`src/rtl/enigma_pkg.sv`:
```
// Shared Enigma code/ASCII definitions used by both the receive and transmit paths.
package enigma_pkg;

    // Codes at or above this value are not part of the 64-entry alphabet
    localparam logic [7:0] CODE_UNKNOWN = 8'h40;
    localparam logic [7:0] ASCII_CR     = 8'h0D;
    localparam logic [7:0] ASCII_LF     = 8'h0A;
    localparam logic [7:0] ASCII_SPACE  = 8'h20;

    // UART serialiser FSM encoding, also visible on the debug state port
    localparam logic [1:0] ST_IDLE  = 2'd0;
    localparam logic [1:0] ST_START = 2'd1;
    localparam logic [1:0] ST_DATA  = 2'd2;
    localparam logic [1:0] ST_STOP  = 2'd3;

    // Inverse of the receive-side table: 0-9, A-Z, a-z, '?', '!', else space
    function automatic logic [7:0] code_to_ascii(input logic [7:0] code);
        logic [7:0] ascii;
        if (code >= CODE_UNKNOWN) begin
            ascii = ASCII_SPACE;
        end else if (code == 8'h3F) begin
            ascii = 8'h21;
        end else if (code == 8'h3E) begin
            ascii = 8'h3F;
        end else if (code >= 8'h24) begin
            ascii = code + 8'h3D;
        end else if (code >= 8'h0A) begin
            ascii = code + 8'h37;
        end else begin
            ascii = code + 8'h30;
        end
        return ascii;
    endfunction

endpackage

```
`src/rtl/data_tx_if.sv`:
```
// Bus between the encryptor output register and the transmit block.
//
// Handshake: send is a start strobe sampled on posedge clk; it is accepted
// only while busy=0. busy rises on the accepting edge and stays high until
// the last stop bit ends; done pulses for exactly one cycle at that point,
// with busy already low. send while busy=1 is dropped, nothing is queued.
interface data_tx_if #(
    parameter int NUM_CHARS = 10
);
    logic [8*NUM_CHARS-1:0] idata;
    logic                   send;
    logic                   TX;
    logic                   busy;
    logic                   done;
    logic [1:0]             state;   // serialiser FSM state, debug only

    modport master (
        output idata, send,
        input  TX, busy, done, state
    );

    modport slave (
        input  idata, send,
        output TX, busy, done, state
    );
endinterface

```
`src/rtl/data_tx_uart_tx_byte.sv`:
```
// Byte-wide 8N1 UART serialiser with a registered TX line.
//
// Handshake: data is captured on a posedge where start=1 and ready=1.
// ready is high while idle and also on the final cycle of the stop bit,
// so a caller can chain frames with no idle gap between them.
import enigma_pkg::*;

module uart_tx_byte #(
    parameter int CLKS_PER_BIT = 868
) (
    input  logic       clk,
    input  logic       rst,
    input  logic [7:0] data,
    input  logic       start,
    output logic       TX,
    output logic       ready,
    output logic [1:0] state
);

    localparam int BW = (CLKS_PER_BIT > 1) ? $clog2(CLKS_PER_BIT) : 1;
    localparam logic [BW-1:0] BAUD_LAST = BW'(CLKS_PER_BIT - 1);
    localparam logic [BW-1:0] BAUD_ONE  = BW'(1);

    logic [1:0]    state_q;
    logic [BW-1:0] baud_cnt;
    logic [2:0]    bit_cnt;
    logic [7:0]    shreg;
    logic          tx_q;
    logic          baud_last;

    assign baud_last = (baud_cnt == BAUD_LAST);
    assign ready     = (state_q == ST_IDLE) || ((state_q == ST_STOP) && baud_last);
    assign TX        = tx_q;
    assign state     = state_q;

    // Frame sequencer: start bit, 8 data bits LSB first, stop bit
    always_ff @(posedge clk or negedge rst) begin
        if (!rst) begin
            state_q  <= ST_IDLE;
            baud_cnt <= '0;
            bit_cnt  <= 3'd0;
            shreg    <= 8'h00;
            tx_q     <= 1'b1;
        end else if (start && ready) begin
            state_q  <= ST_START;
            baud_cnt <= '0;
            bit_cnt  <= 3'd0;
            shreg    <= data;
            tx_q     <= 1'b0;
        end else begin
            case (state_q)
                ST_START: begin
                    if (baud_last) begin
                        baud_cnt <= '0;
                        state_q  <= ST_DATA;
                        tx_q     <= shreg[0];
                    end else begin
                        baud_cnt <= baud_cnt + BAUD_ONE;
                    end
                end
                ST_DATA: begin
                    if (baud_last) begin
                        baud_cnt <= '0;
                        if (bit_cnt == 3'd7) begin
                            state_q <= ST_STOP;
                            bit_cnt <= 3'd0;
                            tx_q    <= 1'b1;
                        end else begin
                            bit_cnt <= bit_cnt + 3'd1;
                            shreg   <= {1'b0, shreg[7:1]};
                            tx_q    <= shreg[1];
                        end
                    end else begin
                        baud_cnt <= baud_cnt + BAUD_ONE;
                    end
                end
                ST_STOP: begin
                    if (baud_last) begin
                        baud_cnt <= '0;
                        state_q  <= ST_IDLE;
                    end else begin
                        baud_cnt <= baud_cnt + BAUD_ONE;
                    end
                    tx_q <= 1'b1;
                end
                default: begin
                    state_q  <= ST_IDLE;
                    baud_cnt <= '0;
                    tx_q     <= 1'b1;
                end
            endcase
        end
    end

endmodule

```
`src/rtl/data_tx.sv`:
```
// Transmit path: turns a byte-packed Enigma code word into ASCII UART frames,
// first byte (MSB) first, optionally terminated with CR LF.
import enigma_pkg::*;

module data_tx #(
    parameter int CLKS_PER_BIT = 868,
    parameter int NUM_CHARS    = 10,
    parameter int APPEND_CRLF  = 1
) (
    input  logic      clk,
    input  logic      rst,
    data_tx_if.slave  bus
);

    localparam int DW    = 8 * NUM_CHARS;
    localparam int TOTAL = NUM_CHARS + ((APPEND_CRLF != 0) ? 2 : 0);
    localparam int CW    = $clog2(TOTAL + 1);
    localparam logic [CW-1:0] LAST_IDX = CW'(TOTAL - 1);
    localparam logic [CW-1:0] CR_IDX   = CW'(NUM_CHARS);
    localparam logic [CW-1:0] CNT_ONE  = CW'(1);

    // Holds the characters not yet handed to the serialiser, next one on top
    logic [DW-1:0] shreg;
    logic [CW-1:0] char_cnt;
    logic [CW-1:0] next_idx;
    logic          busy_q;
    logic          done_q;
    logic          accept;
    logic          frame_end;
    logic          last_char;
    logic          byte_start;
    logic          byte_ready;
    logic [7:0]    byte_data;
    logic [7:0]    next_ascii;
    logic          tx_line;
    logic [1:0]    fsm_state;

    assign accept     = bus.send && !busy_q;
    assign frame_end  = busy_q && byte_ready;
    assign last_char  = (char_cnt == LAST_IDX);
    assign next_idx   = char_cnt + CNT_ONE;
    assign byte_start = accept || (frame_end && !last_char);

    // Character that follows the one currently on the line
    always_comb begin
        next_ascii = ASCII_SPACE;
        if (next_idx < CR_IDX) begin
            next_ascii = code_to_ascii(shreg[DW-1 -: 8]);
        end else if (next_idx == CR_IDX) begin
            next_ascii = ASCII_CR;
        end else begin
            next_ascii = ASCII_LF;
        end
    end

    // The first character goes straight from idata so TX drops the next cycle
    always_comb begin
        byte_data = busy_q ? next_ascii : code_to_ascii(bus.idata[DW-1 -: 8]);
    end

    // Character sequencing, word capture and busy/done generation
    always_ff @(posedge clk or negedge rst) begin
        if (!rst) begin
            shreg    <= '0;
            char_cnt <= '0;
            busy_q   <= 1'b0;
            done_q   <= 1'b0;
        end else begin
            done_q <= 1'b0;
            if (accept) begin
                shreg    <= bus.idata << 8;
                char_cnt <= '0;
                busy_q   <= 1'b1;
            end else if (frame_end) begin
                if (last_char) begin
                    busy_q   <= 1'b0;
                    done_q   <= 1'b1;
                    char_cnt <= '0;
                end else begin
                    char_cnt <= next_idx;
                    shreg    <= shreg << 8;
                end
            end
        end
    end

    uart_tx_byte #(
        .CLKS_PER_BIT(CLKS_PER_BIT)
    ) u_uart (
        .clk   (clk),
        .rst   (rst),
        .data  (byte_data),
        .start (byte_start),
        .TX    (tx_line),
        .ready (byte_ready),
        .state (fsm_state)
    );

    assign bus.TX    = tx_line;
    assign bus.busy  = busy_q;
    assign bus.done  = done_q;
    assign bus.state = fsm_state;

endmodule

```
`src/flat_wrapper.sv`:
```
// flat-port wrapper written by rule: the top's interface ports become plain ports
module data_tx_flat 
#(
    parameter int CLKS_PER_BIT = 868,
    parameter int NUM_CHARS    = 10,
    parameter int APPEND_CRLF  = 1
)
  (clk, rst, bus_idata, bus_send, bus_TX, bus_busy, bus_done, bus_state);
  data_tx_if #(.NUM_CHARS(NUM_CHARS)) bus_i ();
  input  logic clk;
  input  logic rst;
  input wire logic [$bits(bus_i.idata)-1:0] bus_idata;
  input wire logic [$bits(bus_i.send)-1:0] bus_send;
  output wire logic [$bits(bus_i.TX)-1:0] bus_TX;
  output wire logic [$bits(bus_i.busy)-1:0] bus_busy;
  output wire logic [$bits(bus_i.done)-1:0] bus_done;
  output wire logic [$bits(bus_i.state)-1:0] bus_state;
  assign bus_i.idata = bus_idata;
  assign bus_i.send = bus_send;
  assign bus_TX = bus_i.TX;
  assign bus_busy = bus_i.busy;
  assign bus_done = bus_i.done;
  assign bus_state = bus_i.state;
  data_tx #(.CLKS_PER_BIT(CLKS_PER_BIT), .NUM_CHARS(NUM_CHARS), .APPEND_CRLF(APPEND_CRLF)) u_core (.clk(clk), .rst(rst), .bus(bus_i));
endmodule
```
`config.mk`:
```
export PLATFORM = sky130hd
export DESIGN_NAME = data_tx_flat
export DESIGN_NICKNAME = d
export VERILOG_FILES = /design/src/rtl/enigma_pkg.sv /design/src/rtl/data_tx_if.sv /design/src/rtl/data_tx_uart_tx_byte.sv /design/src/rtl/data_tx.sv /design/src/flat_wrapper.sv
export SDC_FILE = /design/constraint.sdc
export NUM_CORES = 1
export LEC_CHECK = 0
export ABC_AREA = 1
export BUFFER_PORTS_ARGS = -buffer_cell sky130_fd_sc_hd__buf_2
export CAP_MARGIN = 20
export CELL_PAD_IN_SITES_DETAIL_PLACEMENT = 1
export CELL_PAD_IN_SITES_GLOBAL_PLACEMENT = 2
export CORE_MARGIN = 5
export CORE_UTILIZATION = 36
export DETAILED_ROUTE_END_ITERATION = 6
export GPL_ROUTABILITY_DRIVEN = 0
export HOLD_SLACK_MARGIN = 0.12
export PLACE_DENSITY = 0.91
export SLEW_MARGIN = 10
export SYNTH_ARGS = -nofsm -noshare
export SYNTH_HDL_FRONTEND = slang
export SYNTH_SLANG_ARGS = --single-unit
```
`constraint.sdc`:
```
create_clock -name clk -period 2.6 [get_ports clk]
set_input_delay 0.26 -clock clk [delete_from_list [all_inputs] [get_ports clk]]
set_output_delay 0.26 -clock clk [all_outputs]
set_load 0.01 [all_outputs]
```
[After elaboration in Yosys (flattened, before gate mapping)]
Cells that the tools add are included.
Storage, ports and cells
  output and inout port bits: 5
  flip-flop bits (word level): 110
Operators by class
  eq/ne operators: 17
  magnitude comparators: 7
  mux-type cells: 47
  add/sub/neg operators: 9
  reductions and logical operators: 21
Operators with widths (number)
  2-to-1 mux 80 bit: 3
  2-to-1 mux 8 bit: 16
  adder 8 x 6 -> 8 bit (second input constant): 6
  == test 8 x 6 -> 1 bit (second input constant): 4
  2-to-1 mux 10 bit: 3
  >= comparator 8 x 4 -> 1 bit (second input constant): 2
  >= comparator 8 x 6 -> 1 bit (second input constant): 2
  >= comparator 8 x 7 -> 1 bit (second input constant): 2
  2-to-1 mux 3 bit: 5
  2-to-1 mux 4 bit: 3
  adder 10 x 1 -> 10 bit (second input constant): 1
  == test 10 bit (second input constant): 1
  2-to-1 mux 1 bit: 10
  2-to-1 mux 2 bit: 5
  != test 3 bit (second input constant): 3
  == test 4 bit (second input constant): 2
  AND reduction 2 bit: 4
  nonzero test 2 bit: 4
  case mux 2 bit (3 select lines): 1
  logical AND 1 bit: 5
  adder 4 x 1 -> 4 bit (second input constant): 1
  == test 2 bit (second input constant): 2
  less-than comparator 4 bit (second input constant): 1
  AND reduction 4 bit: 1
  other kinds (12): 14

[Logic depth before layout (Yosys ltp)]
  depth in word-level cells: 9
  mapped depth: 17
  mapped depth without buffers: 17

[By module]
A second synthesis with hierarchy kept.
Unflattened totals
  cells, all modules: 740
  area, all modules: 5898.2 um^2
By module, submodules not included
  data_tx: cells an instance 566, area each 4529.3 um^2, instances 1
  uart_tx_byte: cells an instance 174, area each 1368.8 um^2, instances 1

[Worst setup path after synthesis]
OpenSTA, ideal clock, no wires.
  path kind: register to register
  from: register u_core.u_uart.baud_cnt[0]
  to: register u_core.u_uart.shreg[0]
  period minus slack after synthesis: 1737 ps
  path slack: 863 ps
  data arrival time: 1618 ps
  data required time: 2481 ps
  cell stages (with the launch flop): 13
  library setup time: 119 ps
  cell sequence: dfrtp_1 -> ha_1 -> nand2_2 -> nor2_4 -> nand4_4 -> o21bai_4 -> o211ai_2 -> buf_6 -> nand2_2 -> nand2_2 -> buf_6 -> o21ai_1 -> nand2_1
On the way
  word-level cells in the longest chain between the ends: 9
Ends and longest elaborated chain
  start: declaration: line data_tx_uart_tx_byte.sv:25  | logic [BW-1:0] baud_cnt;
  start signal: assignment: line data_tx_uart_tx_byte.sv:58  | baud_cnt <= baud_cnt + BAUD_ONE;
  start signal: assignment: line data_tx_uart_tx_byte.sv:74  | baud_cnt <= baud_cnt + BAUD_ONE;
  start signal: assignment: line data_tx_uart_tx_byte.sv:82  | baud_cnt <= baud_cnt + BAUD_ONE;
  == test 10 bit (*): line data_tx_uart_tx_byte.sv:31  | assign baud_last = (baud_cnt == BAUD_LAST);
  logical AND 1 bit: line data_tx_uart_tx_byte.sv:32  | assign ready = (state_q == ST_IDLE) || ((state_q == ST_STOP) && baud_last);
  logical OR 1 bit: line data_tx_uart_tx_byte.sv:32
  logical AND 1 bit: line data_tx.sv:39  | assign frame_end = busy_q && byte_ready;
  logical AND 1 bit: line data_tx.sv:42  | assign byte_start = accept || (frame_end && !last_char);
  logical OR 1 bit: line data_tx.sv:42
  logical AND 1 bit: line data_tx_uart_tx_byte.sv:44  | end else if (start && ready) begin
  != test 2 bit (no source line) or nonzero test 2 bit (tied branches)
  AND reduction 3 bit (no source line)
  end signal: assignment: line data_tx_uart_tx_byte.sv:48  | shreg <= data;
  end signal: assignment: line data_tx_uart_tx_byte.sv:70  | shreg <= {1'b0, shreg[7:1]};
  end: declaration: line data_tx_uart_tx_byte.sv:27  | logic [7:0] shreg;
Every way passes the cells marked *; elsewhere a longest branch is shown, timed or not.
A chain may end at the register's enable or synchronous reset.

[Worst setup path after layout]
  from: register u_core.u_uart.baud_cnt[0]
  to: register u_core.u_uart.shreg[4]
Same word-level chain as after synthesis.

==> results.md <==
- Run status: finished clean
- Clock tree from TritonCTS: yes
- Max rail drop VDD: approximately 0.41 mV
- Area taken by multi-input logic gates: 3060 sq um
- Number of buffers created by CTS: 9
- Post-synthesis simple-gate area fraction: a little under a third
- Maximum clock rate: roughly 440 MHz
- Layout area overhead: 15.2%
- Die area: a little under 20000 sq um
- Final setup violation count: 0
- Share of total power in sequential cells: between 40% and 50%
- Final global-route overflow total: 0
- Average size of a mapped cell: 7.39 sq um
- Antenna violations before repair: 0
- Xor and xnor fraction of the mapped netlist area: under 10%
- Ys Warns: 0
- Unrepaired setup endpoints after global routing: no
- Count of cells along the worst register-to-register path: 11
- Final Slew Violations: 0
- Post-CTS resize count: 0
- Internal power contribution: roughly 2.9 mW
- Timing startpoint of the critical path: u_core.u_uart.baud_cnt[0]$_DFF_PN0_
- Primary FF master, synth: dfrtp_1
- Normalized max-slew margin: 47.5%
- Diode insertion count for antenna repair: 0
- Hold Buf Count CTS: 5
- Clock slew at reported path FFs: 0.07 ns
- Maximum number of pins on one net before global-route repair: 94
- Part of the total power dissipated in the clock network: between 30% and 40%
- Avg Vias per Cell: 5.04
- Detailed placer's ending HPWL: approximately 13 mm
- Effective utilization at floorplan: 36.9%
- Maxcap violations: 0
- CP delay by family, top: compound AO/OA/AOI/OAI gates
- Actual transition at the worst max-transition pin: roughly 0.78 ns
- Highest cell delay on the worst timing path: 0.37 ns
- Cell-by-cell trace of the critical path: ha_1, nand2_2, nor2_4, nand4_4, o21bai_4, o211ai_2, buf_4, nand2_1, inv_1, o21ai_0, nand2_1
- Post-synthesis register bit count: 102
- Adder and majority gate portion of the synthesized area: ~4.5%
- Instance count after placement with tap cells included: about 1100
- Period minus WS final: approximately 2.3 ns
- Arrival time reported for the critical path endpoint: approximately 2.5 ns
- Clock network latency to the later pin of the worst-skew pair: around 0.35 ns
- I/O pins: 88
- Cell count along the critical path: 11
- Worst flop-to-flop path endpoint: u_core.u_uart.shreg[4]$_DFFE_PN0P_
- All-Layer GR Usage: roughly 18%
- Number of distinct library cells after synthesis: 37
- Number of endpoints with negative hold slack in the final report: 0
- Total power after layout: around 4.1 mW
- R2R setup slack: approximately 0.33 ns
- Clock net sink count: about 100
- Worst Hold Class: input pin to flop
- Number of global-route vias before repair: 5745
- Number of routed nets with antenna violations: 0
- Fin Clk Skew: 0.00812 ns
- Worst path buffer plus inverter count: 2
- Hold slack: 0.139 ns
- Cell Pwr Density: 573 nW/um^2
- Area after DPL: slightly below 7000 sq um
- Total wire length after detailed routing: ~17 mm
- Most frequent CP cell: nand2_1
- Number of enable flip-flop cells after synthesis: 0
- Complex-gate fraction of the synthesized area: a little under an eighth
- Final routed wire length divided by cell count: ~15 microns
- Post-route standard cell area excluding fillers: between 7000 and 8000 sq um
- Top post-synthesis cells by area: dfrtp_1 (41%), nand2_1 (12%), nand3_1 (10%)
- Port buffer count: slightly below 90
- Setup TNS: 0 ns
- Critical path class: flop to flop
- Part of the total power dissipated in combinational logic: approximately 17%
- Via count: around 5700
- Detailed-routing iteration count for the pre-antenna-repair pass: 4
- Top-area cell type share of the netlist area: between 40% and 50%
- Critical Path Fanout Max: 12
- Deepest level of the CTS H-tree: 3
- Endpoint of the most critical setup path: u_core.u_uart.shreg[4]$_DFFE_PN0P_
- Cell Area, Synth: a little over 6000 sq um
- Required time at the endpoint of the critical path: approximately 2.8 ns
- # Post-CTS Setup Buffers: 0
- Die height: about 140 microns
- P_sw: 1.17 mW
- Reg-to-reg startpoint: u_core.u_uart.baud_cnt[0]$_DFF_PN0_
- Multiplexer fraction of the synthesized cell area: 0%
- Count of routing violations after the opening detailed-route iteration: approximately 210
- Portion of the post-synthesis area used by sequential elements: slightly above 40%
- Share of synthesized flip-flops with an asynchronous set or reset: between 90% and 100%
- Part of the cycle the worst path needs: 87.3%
- Drt drc: 0
- CP max-delay cell: dfrtp_1
- Library cell occupying the most area in the post-synthesis netlist: dfrtp_1
- Number of nets in the final layout: a little over 1000
- Floorplan die width: approximately 140 microns
- Ratio of cells with drive above 1 in the final layout: around 15%
- Leakage power summed over all cells: between 3 and 4 nW
- Critical path startpoint category: flop
- CTS root buf: clkbuf_16
- Synthesized instance count: 835
- Fill count: roughly 2100
- Max Buffers Root-to-Sink: 2
- Count of standard-cell rows: between 40 and 50
- Area taken by flip-flops and latches: between 2000 and 3000 sq um
- Global-route wire length before repair: around 29 mm
- Fraction of power spent switching nets: between 20% and 30%
- Kind of capture point of the worst setup path: flop
- Synthesized net count: 940
- Std-Cell Core Area: ~17000 sq um
- Combinational family with the most area after synthesis: simple AND/OR/NAND/NOR gates
- Final cell count without fillers: ~1100
==> worst min-delay path by stage <==
stage                 start  depth (start not counted)  slack (ns)                            endpoint
3_3_place_gp            rst                          1        0.33  u_core.u_uart.state[1]$_DFFE_PN0P_
4_1_cts        bus_idata[0]                          3        0.13         u_core.shreg[8]$_DFFE_PN0P_
6_report       bus_idata[0]                          3        0.14         u_core.shreg[8]$_DFFE_PN0P_
3_5_place_dp            rst                          1        0.33  u_core.u_uart.state[0]$_DFFE_PN0P_
2_1_floorplan           rst                          0       -0.04         u_core.bus.busy$_DFFE_PN0P_
5_1_grt        bus_idata[1]                          3        0.15         u_core.shreg[9]$_DFFE_PN0P_
==> logic make-up after synthesis <==
family                   Yosys count
adder cells (fa/ha/maj)           22
AND/OR/NAND/NOR                  459
buffers and inverters            125
XOR/XNOR                          11
flip-flops                       102
AO/OA/AOI/OAI                    116
==> flip-flops by register name, summed over array words and instances (netlist names) <==
signal and flops:
u_core.u_uart.bit_cnt 3, u_core.char_cnt 4, u_core.u_uart.TX 1, u_core.u_uart.state 2, u_core.bus.done 1, u_core.u_uart.shreg 8
u_core.bus.busy 1, u_core.u_uart.baud_cnt 10, u_core.shreg 72
==> worst min-delay path, cell delays in order <==
cell and delay (ns):
buf_2 0.08, nand3_1 0.06, nand2_1 0.06
==> synth_stat cells (4+ instances only) <==
| cell type | count |
|---|---|
| nand2_1 | 203 |
| nand3_1 | 126 |
| a21oi_1 | 9 |
| o22ai_1 | 4 |
| or2_2 | 4 |
| nor3_1 | 7 |
| buf_6 | 9 |
| xnor2_1 | 4 |
| inv_1 | 75 |
| o21ai_1 | 10 |
| nand2_2 | 4 |
| ha_1 | 22 |
| clkbuf_1 | 23 |
| dfrtp_1 | 101 |
| nand4_1 | 4 |
| xor2_1 | 7 |
| o21ai_0 | 18 |
| buf_2 | 12 |
| a31oi_1 | 64 |
| nor2_1 | 102 |
==> final cells by class <==
type                            count  area share (%)
Multi-Input combinational cell    608            43.1
Sequential cell                   102            35.9
Timing Repair Buffer              103            8.38
Inverter                           78            4.12
Tap cell                          220            3.87
Clock buffer                        9            3.17
Clock inverter                      7            1.44
==> routing by layer <==
layer	part of all wire (%)	wire length [microns]	track usage, %
met3	3.3	572	3.76
met4	1.3	229	3.93
met5	0	0	0
met2	48	8360	28.9
met1	47	8170	23.9
==> stage by stage <==
stage                     util, %  setup WS (ns)
after floorplan                 -          0.863
after CTS                    42.6          0.309
after global placement       40.3          0.392
final                        42.6          0.330
after global routing         42.6          0.185
after detailed placement     40.3          0.334
==> power groups by stage <==
stage | registers (mW) | clock network (mW) | logic, mW
after floorplan | 1.86 | 0 | 0.481
after global placement | 1.90 | 0 | 0.694
after detailed placement | 1.91 | 0 | 0.701
after CTS | 1.88 | 1.55 | 0.711
after global routing | 1.90 | 1.62 | 0.802
final | 1.87 | 1.50 | 0.697
==> cells in the final DEF, fill, tap and decap left out, types with 2 or more instances in the layout <==
| master | synthesis | final |
|---|---|---|
| o21ai_0 | 18 | 18 |
| o22ai_1 | 4 | 4 |
| buf_4 | 3 | 10 |
| buf_2 | 12 | 86 |
| dlygate4sd3_1 | 0 | 5 |
| or2_2 | 4 | 4 |
| o21ai_1 | 10 | 10 |
| nand2_2 | 4 | 5 |
| nand2_1 | 203 | 201 |
| inv_2 | 3 | 4 |
| o41ai_1 | 3 | 3 |
| a31oi_1 | 64 | 64 |
| dfrtp_1 | 101 | 101 |
| inv_6 | 0 | 2 |
| nor2_2 | 3 | 3 |
| nand3_1 | 126 | 126 |
| clkbuf_16 | 0 | 9 |
| xnor2_1 | 4 | 4 |
| buf_12 | 0 | 2 |
| xor2_1 | 7 | 7 |
| nand4_1 | 4 | 4 |
| bufinv_16 | 0 | 2 |
| ha_1 | 22 | 22 |
| o211ai_1 | 3 | 3 |
| nor2_1 | 102 | 102 |
| nor3_1 | 7 | 7 |
| inv_1 | 75 | 74 |
| a21oi_1 | 9 | 9 |
Power figures use the tool's default switching activity.
